$ cat config.mk
export PLATFORM = sky130hd
export DESIGN_NAME = robot_nav_ctrl
export DESIGN_NICKNAME = d
export VERILOG_FILES = /design/src/rtl/robot_nav_ctrl.sv
export SDC_FILE = /design/constraint.sdc
export NUM_CORES = 1
export LEC_CHECK = 0
export BUFFER_PORTS_ARGS = -buffer_cell sky130_fd_sc_hd__clkbuf_2
export CAP_MARGIN = 5
export CORE_ASPECT_RATIO = 1.75
export CORE_MARGIN = 2
export CORE_UTILIZATION = 50
export DETAILED_ROUTE_END_ITERATION = 10
export PLACE_DENSITY = 0.7
export REMOVE_ABC_BUFFERS = 1
export SLEW_MARGIN = 10
export SYNTH_ARGS = -nofsm -noshare
export SYNTH_HDL_FRONTEND = slang
export SYNTH_SLANG_ARGS = --single-unit
export TNS_END_PERCENT = 5
$ cat constraint.sdc
create_clock -name clk -period 5.55 [get_ports clk]
set_input_delay 0.2775 -clock clk [delete_from_list [all_inputs] [get_ports clk]]
set_output_delay 0.2775 -clock clk [all_outputs]
set_load 0.005 [all_outputs]
$ cat src/rtl/robot_nav_ctrl.sv
`default_nettype none
// ============================================================================
// robot_nav_ctrl : two-wheel 4-wire stepper navigation FSM with a bump-driven
//                  back-up / turn-away manoeuvre. Macro HALF_STEP_EN selects
//                  8-phase half-step coil drive instead of 4-phase full-step.
// Revision       : 1.0
// ============================================================================
module robot_nav_ctrl #(
  parameter int STEP_DIV     = 4,
  parameter int BACKUP_STEPS = 8,
  parameter int TURN_STEPS   = 4,
  parameter int SYNC_STAGES  = 2
) (
  input  logic       clk,
  input  logic       rst,
  input  logic       enable,
  input  logic [1:0] bump,
  output logic [3:0] wheel_wires_left,
  output logic [3:0] wheel_wires_right,
  output logic [1:0] nav_state,
  output logic       busy
);

`ifdef HALF_STEP_EN
  localparam int IDX_W = 3;
`else
  localparam int IDX_W = 2;
`endif
  localparam int CNT_MAX = (BACKUP_STEPS > TURN_STEPS) ? BACKUP_STEPS : TURN_STEPS;
  localparam int CNT_W   = $clog2(CNT_MAX + 1);
  localparam int DIV_W   = $clog2(STEP_DIV);
  localparam int SYNC_W  = 2 * SYNC_STAGES;

  localparam logic [DIV_W-1:0] c_DIV_LAST    = DIV_W'(STEP_DIV - 1);
  localparam logic [CNT_W-1:0] c_BACKUP_LAST = CNT_W'(BACKUP_STEPS - 1);
  localparam logic [CNT_W-1:0] c_TURN_LAST   = CNT_W'(TURN_STEPS - 1);
  localparam logic [IDX_W-1:0] c_IDX_ONE     = IDX_W'(1);

  typedef enum logic [1:0] {
    S_IDLE   = 2'b00,
    S_FWD    = 2'b01,
    S_BACKUP = 2'b10,
    S_TURN   = 2'b11
  } state_t;

  state_t             r_state, w_state_nxt;
  logic [DIV_W-1:0]   r_div, w_div_nxt;
  logic [CNT_W-1:0]   r_cnt, w_cnt_nxt;
  logic [IDX_W-1:0]   r_idx_l, r_idx_r, w_idx_l_nxt, w_idx_r_nxt;
  logic               r_turn_left, w_turn_left_nxt;
  logic [SYNC_W-1:0]  r_sync;
  logic [1:0]         r_sync_prev;
  logic [1:0]         w_sync_out, w_edge;
  logic               w_tick;
  logic [3:0]         r_wheel_l, r_wheel_r;
  logic               r_busy;

  function automatic logic [3:0] f_coil(input logic [IDX_W-1:0] idx);
`ifdef HALF_STEP_EN
    case (idx)
      3'd0:    f_coil = 4'b0001;
      3'd1:    f_coil = 4'b0011;
      3'd2:    f_coil = 4'b0010;
      3'd3:    f_coil = 4'b0110;
      3'd4:    f_coil = 4'b0100;
      3'd5:    f_coil = 4'b1100;
      3'd6:    f_coil = 4'b1000;
      default: f_coil = 4'b1001;
    endcase
`else
    f_coil = 4'b0001 << idx;
`endif
  endfunction

  // Both bump bits share one shift register; the oldest pair is the synchronised value.
  assign w_sync_out = r_sync[SYNC_W-1 -: 2];
  assign w_edge     = w_sync_out & ~r_sync_prev;
  assign w_tick     = (r_div == c_DIV_LAST);

  always_comb begin
    w_state_nxt     = r_state;
    w_cnt_nxt       = r_cnt;
    w_idx_l_nxt     = r_idx_l;
    w_idx_r_nxt     = r_idx_r;
    w_turn_left_nxt = r_turn_left;
    if (!enable) begin
      w_state_nxt = S_IDLE;
      w_cnt_nxt   = '0;
    end else begin
      case (r_state)
        S_IDLE: w_state_nxt = S_FWD;
        S_FWD: begin
          if (w_tick) begin
            w_idx_l_nxt = r_idx_l + c_IDX_ONE;
            w_idx_r_nxt = r_idx_r - c_IDX_ONE;
          end
          if (w_edge != 2'b00) begin
            w_state_nxt     = S_BACKUP;
            w_turn_left_nxt = ~w_edge[0];
            w_cnt_nxt       = '0;
          end
        end
        S_BACKUP: begin
          if (w_tick) begin
            w_idx_l_nxt = r_idx_l - c_IDX_ONE;
            w_idx_r_nxt = r_idx_r + c_IDX_ONE;
            if (r_cnt == c_BACKUP_LAST) begin
              w_state_nxt = S_TURN;
              w_cnt_nxt   = '0;
            end else begin
              w_cnt_nxt = r_cnt + CNT_W'(1);
            end
          end
        end
        default: begin
          if (w_tick) begin
            w_idx_l_nxt = r_turn_left ? (r_idx_l - c_IDX_ONE) : (r_idx_l + c_IDX_ONE);
            w_idx_r_nxt = r_turn_left ? (r_idx_r - c_IDX_ONE) : (r_idx_r + c_IDX_ONE);
            if (r_cnt == c_TURN_LAST) begin
              w_state_nxt = S_FWD;
              w_cnt_nxt   = '0;
            end else begin
              w_cnt_nxt = r_cnt + CNT_W'(1);
            end
          end
        end
      endcase
    end
    // Restart the step period on every state change so each state starts with a full period.
    if ((w_state_nxt != r_state) || (w_state_nxt == S_IDLE) || w_tick) begin
      w_div_nxt = '0;
    end else begin
      w_div_nxt = r_div + DIV_W'(1);
    end
  end

  always_ff @(posedge clk or negedge rst) begin
    if (!rst) begin
      r_state     <= S_IDLE;
      r_div       <= '0;
      r_cnt       <= '0;
      r_idx_l     <= '0;
      r_idx_r     <= '0;
      r_turn_left <= 1'b0;
      r_sync      <= '0;
      r_sync_prev <= 2'b00;
      r_wheel_l   <= 4'b0000;
      r_wheel_r   <= 4'b0000;
      r_busy      <= 1'b0;
    end else begin
      r_state     <= w_state_nxt;
      r_div       <= w_div_nxt;
      r_cnt       <= w_cnt_nxt;
      r_idx_l     <= w_idx_l_nxt;
      r_idx_r     <= w_idx_r_nxt;
      r_turn_left <= w_turn_left_nxt;
      r_sync      <= {r_sync[SYNC_W-3:0], bump};
      r_sync_prev <= w_sync_out;
      r_wheel_l   <= (w_state_nxt == S_IDLE) ? 4'b0000 : f_coil(w_idx_l_nxt);
      r_wheel_r   <= (w_state_nxt == S_IDLE) ? 4'b0000 : f_coil(w_idx_r_nxt);
      r_busy      <= (w_state_nxt == S_BACKUP) || (w_state_nxt == S_TURN);
    end
  end

  assign wheel_wires_left  = r_wheel_l;
  assign wheel_wires_right = r_wheel_r;
  assign nav_state         = r_state;
  assign busy              = r_busy;

endmodule
`default_nettype wire

Word level (Yosys, flattened, before mapping)
Cells that the tools add are included.
- register bits after elaboration: 28
- memory bits (read-only): 0
- memories: 0
- bits in latches: 0
- output and inout port bits: 11
- word-level logic and storage cells: 71
- bits in writable memories: 0
- input bits: 5
- bitwise operators: 3
- shifts and indexed selects: 2
- equal/unequal tests: 12
- divide/modulo/power cells: 0
- reductions and logical operators: 8
- $mul: 0
- muxes and demuxes: 29
- magnitude comparators: 0
- add/sub/neg operators: 6
- operators with widths (cell ; number):
    $mux W2 ; 17
    $mux W4 ; 8
    $pmux W2 S3 ; 3
    $pmux W4 S3 ; 1
    $eq A2 B2 Y1 const B ; 4
    $shl A1 B2 Y4 const A ; 2
    $add A2 B1 Y2 const B ; 3
    $ne A3 B3 Y1 const B ; 2
    $add A4 B1 Y4 const B ; 1
    $eq A4 B2 Y1 const B ; 1
    $eq A4 B3 Y1 const B ; 1
    $logic_not A2 Y1 ; 2
    $reduce_and A4 Y1 ; 1
    $sub A2 B1 Y2 const B ; 2
    $logic_or A1 B1 Y1 ; 3
    $ne A3 B1 Y1 const B ; 1
    $reduce_and A3 Y1 ; 1
    $and A2 B2 Y2 ; 1
    $eq A2 B1 Y1 const B ; 1
    $ne A2 B2 Y1 ; 1
    $ne A2 B2 Y1 const B ; 1
    $not A2 Y2 ; 1
    $reduce_bool A2 Y1 ; 1
    $not A1 Y1 ; 1

Longest topological paths before layout
Gate-level depths: netlist of run 1.
- word-level depth: 10
- depth in mapped cells: 8
- mapped depth without buffers: 7

Worst setup path after synthesis of run 1
Ideal clock, no wire load.
- path type: register -> register
- from: reg r_state[1], in the netlist nav_state[1]
- to: reg r_wheel_r[2], in the netlist wheel_wires_right[2]
- stages on the path, launching flop included: 9
- setup time: 0.131 ns
- path buffers: 1
- path slack: 3.702 ns
- required time: 5.419 ns
- clock period less this slack: 1.848 ns
- data arrival time: 1.717 ns
- cell sequence: dfrtp_1 > inv_1 > ha_1 > buf_4 > mux2_1 > o22ai_1 > a211o_1 > a41oi_4 > nor3b_2
- elaborated cells on any way between the ends: 15
- classes of those cells: 2 x eq/ne; 1 x shift; 10 x mux; 2 x reduce/logical
- RTL lines (element ; line ; text):
    from (decl) ; 46 ; state_t r_state, w_state_nxt;
    from (signal assigned) ; 151 ; r_state <= w_state_nxt;
    $eq A2 B2 Y1, or another cell as far along ; 90 ; case (r_state)
    $pmux W2 S3 * ; 90 ;
    $mux W2 * ; 86 ; if (!enable) begin
    via w_idx_r_nxt[1] ; 49 ; logic [IDX_W-1:0] r_idx_l, r_idx_r, w_idx_l_nxt, w_idx_r_nxt;
    $shl A1 B2 Y4 * ; 71 ; f_coil = 4'b0001 << idx;
    $mux W4 * ; 160 ; r_wheel_r <= (w_state_nxt == S_IDLE) ? 4'b0000 : f_coil(w_idx_r_nxt);
    to (signal assigned) ; 160 ;
    to (decl) ; 55 ; logic [3:0] r_wheel_l, r_wheel_r;
The timed path passes the listed nets; every way through them passes the cells marked *.
A chain may end at the register's enable or synchronous reset.

Final worst setup path of run 1
Ends and elaborated chain as after synthesis.

==> results of run 1 <==
## worst min path at each step
stage,from,end,slack [ns],depth (start not counted)
4_1_cts,rst,r_div[0]$_DFF_PN0_,0.04,1
3_3_place_gp,rst,r_div[0]$_DFF_PN0_,0.34,1
2_1_floorplan,rst,busy$_DFF_PN0_,-0.02,0
6_report,rst,r_div[0]$_DFF_PN0_,0.01,1
5_1_grt,rst,r_div[0]$_DFF_PN0_,0.08,1
3_5_place_dp,rst,r_div[0]$_DFF_PN0_,0.34,1
## critical path, stage by stage, from the launching register on
cell	delay, ns
dfrtp_1	0.48
inv_1	0.11
ha_1	0.40
mux2_4	0.23
o22ai_1	0.09
a211o_1	0.34
a41oi_4	0.24
nor3b_2	0.21
## per-stage QoR
step           cell area (um^2)  std cells  total power, mW
2_1_floorplan              1440        131            0.541
3_3_place_gp               1550        174            0.612
3_5_place_dp               1550        174            0.628
4_1_cts                    1620        178            0.792
5_1_grt                    1620        178            0.847
6_report                   1620        178            0.787
## flip-flops by register name, indices dropped and copies added (netlist names)
register           cells
busy                   1
nav_state              2
r_cnt                  4
r_div                  2
r_idx_l                2
r_idx_r                2
r_sync                 4
r_sync_prev            2
r_turn_left            1
wheel_wires_left       4
wheel_wires_right      4
## cell usage in the layout (no fill, tap or decap), types with 2 or more instances in the layout
master,count
a211o_1,2
a21oi_1,2
a22o_1,2
a22oi_2,2
a32oi_1,2
clkbuf_2,15
clkbuf_8,3
dfrtp_1,28
ha_1,7
inv_1,9
mux2i_1,4
nand2_1,10
nand3_1,3
nand3b_1,2
nor2_1,3
nor2b_1,3
nor3_1,7
nor3b_1,3
nor3b_2,2
o21ai_0,9
o31ai_1,3
xnor2_1,3
xor2_1,2
## per-layer routing
| layer | track usage [%] | share of wire (%) | vias up |
|---|---|---|---|
| met4 | 7.65 | 2.4 | 0 |
| met3 | 2.13 | 2.2 | 7 |
| met5 | 0 | 0 | - |
| met2 | 31.6 | 54 | 20 |
| met1 | 23.1 | 41 | 539 |
| li1 | - | - | 515 |
## cell usage after synthesis (all sizes together), types with 2 or more instances
cell,count
dfrtp,28
inv,10
nand2,10
o21ai,10
buf,7
ha,7
nor3,7
nor3b,5
mux2i,4
nor2,4
a22oi,3
nand3,3
nor2b,3
o31ai,3
xnor2,3
a211o,2
a211oi,2
a21oi,2
a22o,2
a32oi,2
mux2,2
nand3b,2
xor2,2
## power groups by stage
stage | combinational [mW] | clock (mW) | sequential (mW)
2_1_floorplan | 0.247 | 0 | 0.294
3_3_place_gp | 0.312 | 0 | 0.299
3_5_place_dp | 0.325 | 0 | 0.303
4_1_cts | 0.331 | 0.162 | 0.299
5_1_grt | 0.372 | 0.169 | 0.306
6_report | 0.328 | 0.160 | 0.298
## cells by family after synthesis
logic type	count (synthesis)	synth area share [%]
AO/OA/AOI/OAI	34	18.1
XOR/XNOR	5	2.94
adder cells (fa/ha/maj)	7	5.88
buffers and inverters	18	5.71
flip-flops	28	47.0
multiplexers	6	4.45
AND/OR/NAND/NOR	41	15.9
## cell type report
type / count / share of cell area (%)
sequential: 28 / 43.1
tap: 28 / 2.16
timing repair buffer: 15 / 4.62
multi-input combinational: 93 / 43.4
clock inverter: 1 / 1.85
clock buffer: 3 / 2.54
inverter: 10 / 2.31
==> results.py, run 1 <==
metrics = {
    "critical_path": {
        "cp-start-kind": "flop",
        "reg2reg_depth": 7,
        "endpoint_kind": "flop",
        "cp_max_fo": 11,
        "crit_path_start": "nav_state[1]$_DFF_PN0_",
        "endpoint": "wheel_wires_right[2]$_DFF_PN0_",
        "r2r-end": "wheel_wires_right[2]$_DFF_PN0_",
        "r2r-start": "nav_state[1]$_DFF_PN0_",
        "r2r_setup_slack_ns": 3.37,
        "required_ns": 5.75,
        "critPathKind": "reg2reg",
        "worstPathArrival_ns": 2.38,
    },
    "routing": {
        "routed_wl_mm": 2.80,
        "vias": 1081,
        "wire_per_inst_um": 15.7,
        "first_pass_iters": 4,
        "vias_per_cell": 6.07,
        "antenna_left": 0,
        "drc": 0,
        "drt_iter0_drc": 35,
    },
    "global_routing": {
        "grt_util_all_layers_pct": 18.7,
        "antenna_found_initial": 0,
        "grt_overflow": 0,
        "grt_pass1_wl_mm": 4.89,
        "grt_max_degree": 29,
        "grt_pass1_vias": 1072,
    },
    "cells_and_area": {
        "multiInputGateArea_um2": 704,
        "utilization_pct": 56.1,
        "fillers": 259,
        "antenna_cells": 0,
        "final_layout_size_suffix_gt1_share_pct": 18.7,
        "seq_area_um2": 701,
        "nNetsFinal": 163,
        "area_delta_synth_final_pct": 8.98,
    },
    "place": {
        "dp_slack_ns": 3.44,
        "port_buffers": 15,
        "gp_congestion": 0.746,
        "place_hpwl_mm": 1.98,
    },
    "timing": {
        "worst_pin_slew_ns": 0.667,
        "finalCritPeriodShare_pct": 39.3,
        "fin_skew_ns": 0.00650,
        "hold_viol": 0,
        "finalMaxSlewViolations": 0,
        "whs_ns": 0.0105,
        "period_minus_slack_ns": 2.18,
        "rsz0062_at_grt": "no",
        "final.setup.tns_ns": 0,
        "final.setup.worst_slack_ns": 3.37,
        "relSlewSlack_pct": 55.5,
        "fmax_mhz": 458,
        "finalSetupViolations": 0,
    },
    "logic_synthesis": {
        "synth_top_area_cell": "dfrtp_1",
        "synth_area_um2": 1490,
        "yosys_warnings": 0,
        "synth.avg_cell_area_um2": 10.7,
        "ys_top_cells_by_area": "dfrtp_1 47%, ha_1 5.9%, o21ai_0 3.0%",
        "yosys.area.top_type_share_pct": 47.0,
        "synth_edf_count": 0,
        "ys_ff_latch": 28,
        "synthArstFlopShare_pct": 100,
        "synth_seq_area_share_pct": 47.0,
        "synthCells": 139,
        "ys_types": 48,
        "ys.flop_type": "dfrtp_1",
    },
    "clock_network": {
        "cts_num_sinks": 28,
        "cts.root.buffer_cell": "clkbuf_8",
        "numCtsBuffers": 3,
        "postCtsHoldBufs": 0,
        "cts_tree": "done",
        "h-tree-depth": 1,
        "cts.clk_slew.worst_paths_ns": 0.10,
        "worst_skew_pair.late_latency_ns": 0.28,
        "cts_setup_buffers": 0,
        "cts_resized": 0,
        "cts.path.max_buffers": 2,
    },
    "floorplan": {
        "core_area_um2": 2900,
        "dieArea_um2": 3450,
        "fp.dieH_um": 76.2,
        "fp.dieW_um": 45.3,
        "rows": 26,
        "start_util_pct": 51.5,
        "ios": 16,
    },
    "power": {
        "p_int_mw": 0.488,
        "leakagePower_nw": 0.745,
        "switching_share_pct": 38.1,
        "power_density_nw_per_um2": 485,
        "seqPwrFrac_pct": 37.9,
        "switchingPower_mw": 0.300,
        "clkPwrFrac_pct": 20.4,
        "pwr-share-comb_pct": 41.7,
        "ir_drop_mv": 0.305,
    },
    "outcome": {
        "status": "finished clean",
    },
    "run": {
        "maxCapViolations": 0,
    },
    "min_path": {
        "hold_class": "in2async",
    },
}
Note: power is estimated with default switching activity, not from simulation.
==> run 2: changes to the inputs <==
clock period = 2.08 ns   (was 5.55 ns; I/O delays follow)
==> run 2 against run 1 <==
  * Clock skew hardly changed
  * Global-route usage fell by 0.96 points
  * Non-clock buffer count up 8
  * Critical endpoint is now wheel_wires_left[2]$_DFF_PN0_
  * Largest cell class unchanged
==> results.py, run 2 (synthesized netlist as in run 1, its figures left out) <==
metrics = {
    "critical_path": {
        "reg2reg_depth": 8,
        "cp-start-kind": "flop",
        "cp_max_fo": 9,
        "worstPathArrival_ns": 2.12,
        "endpoint_kind": "flop",
        "required_ns": 2.26,
        "critPathKind": "reg2reg",
    },
    "routing": {
        "vias": 1108,
        "vias_per_cell": 5.96,
        "routed_wl_mm": 2.86,
        "drt_iter0_drc": 12,
        "drc": 0,
        "top_layer_used": "met4",
        "dr_wl_met3_um": 75,
        "first_pass_iters": 4,
        "antenna_left": 0,
        "wl_met1_mm": 1.15,
        "wire_per_inst_um": 15.4,
        "met2WireLength_mm": 1.58,
    },
    "floorplan": {
        "dieArea_um2": 3450,
        "start_util_pct": 51.5,
        "fp.dieW_um": 45.3,
        "rows": 26,
        "fp.dieH_um": 76.2,
        "core_area_um2": 2900,
        "ios": 16,
    },
    "timing": {
        "relSlewSlack_pct": 55.2,
        "final.setup.tns_ns": 0,
        "finalSetupViolations": 0,
        "finalCritPeriodShare_pct": 92.9,
        "fmax_mhz": 518,
        "fin_skew_ns": 0.00680,
        "hold_viol": 0,
        "worst_pin_slew_ns": 0.673,
        "period_minus_slack_ns": 1.93,
        "rsz0062_at_grt": "no",
        "finalMaxSlewViolations": 0,
    },
    "power": {
        "leakagePower_nw": 0.784,
        "p_int_mw": 1.39,
        "seqPwrFrac_pct": 36.3,
        "switching_share_pct": 37.1,
        "clkPwrFrac_pct": 19.2,
        "power_density_nw_per_um2": 1280,
        "switchingPower_mw": 0.820,
        "pwr-share-comb_pct": 44.4,
        "ir_drop_mv": 0.843,
    },
    "clock_network": {
        "numCtsBuffers": 3,
        "cts_setup_buffers": 0,
        "cts_tree": "done",
        "cts.root.buffer_cell": "clkbuf_8",
        "cts.clk_slew.worst_paths_ns": 0.10,
        "h-tree-depth": 1,
        "cts.path.max_buffers": 2,
        "worst_skew_pair.late_latency_ns": 0.27,
        "cts_num_sinks": 28,
    },
    "cells_and_area": {
        "multiInputGateArea_um2": 734,
        "area_delta_synth_final_pct": 16.4,
        "instances_no_fill": 186,
        "final_cell_mix": "28 x dfrtp_1, 15 x clkbuf_2, 10 x nand2_1, 9 x o21ai_0, 8 x inv_1",
        "final_layout_size_suffix_gt1_share_pct": 24.1,
        "antenna_cells": 0,
        "fillers": 229,
        "nNetsFinal": 171,
        "design_area_um2": 1730,
        "seq_area_um2": 701,
        "mostFrequentLayoutCell": "dfrtp_1",
    },
    "min_path": {
        "hold_class": "in2reg",
        "hold_depth": 2,
    },
    "run": {
        "maxCapViolations": 0,
    },
    "place": {
        "place_hpwl_mm": 2.09,
        "post-place-cells": 179,
        "placed_area_um2": 1600,
        "gp_congestion": 0.790,
        "port_buffers": 15,
    },
    "global_routing": {
        "grt_max_degree": 29,
        "grt_overflow": 0,
        "grt_pass1_wl_mm": 4.65,
        "antenna_found_initial": 0,
        "grt_pass1_vias": 1058,
        "grt_util_all_layers_pct": 17.8,
    },
    "outcome": {
        "status": "finished clean",
    },
}
## run 2: path summary, 6_finish.rpt
kind                                         from                            end  slack [ns]
min in group asynchronous                     rst             r_div[0]$_DFF_PN0_        0.39
setup / recovery           nav_state[0]$_DFF_PN0_  wheel_wires_left[2]$_DFF_PN0_        0.15
hold / removal                             enable        r_turn_left$_DFFE_PN0P_        0.31
hold reg to reg               r_sync[0]$_DFF_PN0_            r_sync[2]$_DFF_PN0_        0.36
setup reg to reg           nav_state[0]$_DFF_PN0_  wheel_wires_left[2]$_DFF_PN0_        0.15
max in group asynchronous                     rst            r_sync[0]$_DFF_PN0_        1.25
## run 2: critical path, stage by stage, from the launching register on
cell,delay (ns)
dfrtp_1,0.49
inv_2,0.16
ha_4,0.21
nand2_1,0.06
o21ai_0,0.26
a32o_1,0.26
nor2_2,0.07
buf_12,0.14
nor3b_1,0.20
## run 2: power by group through the flow
stage	clock network, mW	registers [mW]	logic (mW)
final	0.425	0.804	0.983
after global routing	0.452	0.821	1.09
after CTS	0.427	0.796	0.953
after detailed placement	0	0.808	0.939
after global placement	0	0.799	0.914
after floorplan	0	0.783	0.660
## run 2: metrics by stage
stage               setup slack, ns  power, mW  hold slack [ns]  utilization [%]
global route                 0.0116       2.36            0.326             59.9
global placement             0.0684       1.71            0.169             55.4
detailed placement          0.00186       1.75            0.175             55.4
finish                        0.148       2.21            0.305             59.9
CTS                          0.0665       2.18            0.305             59.0
floorplan                     0.211       1.44           -0.192                -
## run 2: timing repair
| action | CTS | global route |
|---|---|---|
| hold endpoints to repair | 30 | 0 |
| setup endpoints to repair | 2 | 5 |
| pin swaps | 0 | 0 |
| resized for setup | 2 | 5 |
| cloned | 0 | 0 |
| hold buffers | 3 | 0 |
## run 2: cell type report
type                    count  share of cell area (%)
repair buffers             23                    8.95
multi-input cells          93                    42.4
inverters                  10                    2.16
clock buffers               3                    2.38
well taps                  28                    2.02
clock inverters             1                    1.73
flip-flops and latches     28                    40.4
## run 2: layer usage
metal	vias to the layer above	GRT usage, %
met5	-	0
met4	0	8.24
met3	6	3.32
met2	23	29.3
met1	547	21.3
li1	532	-
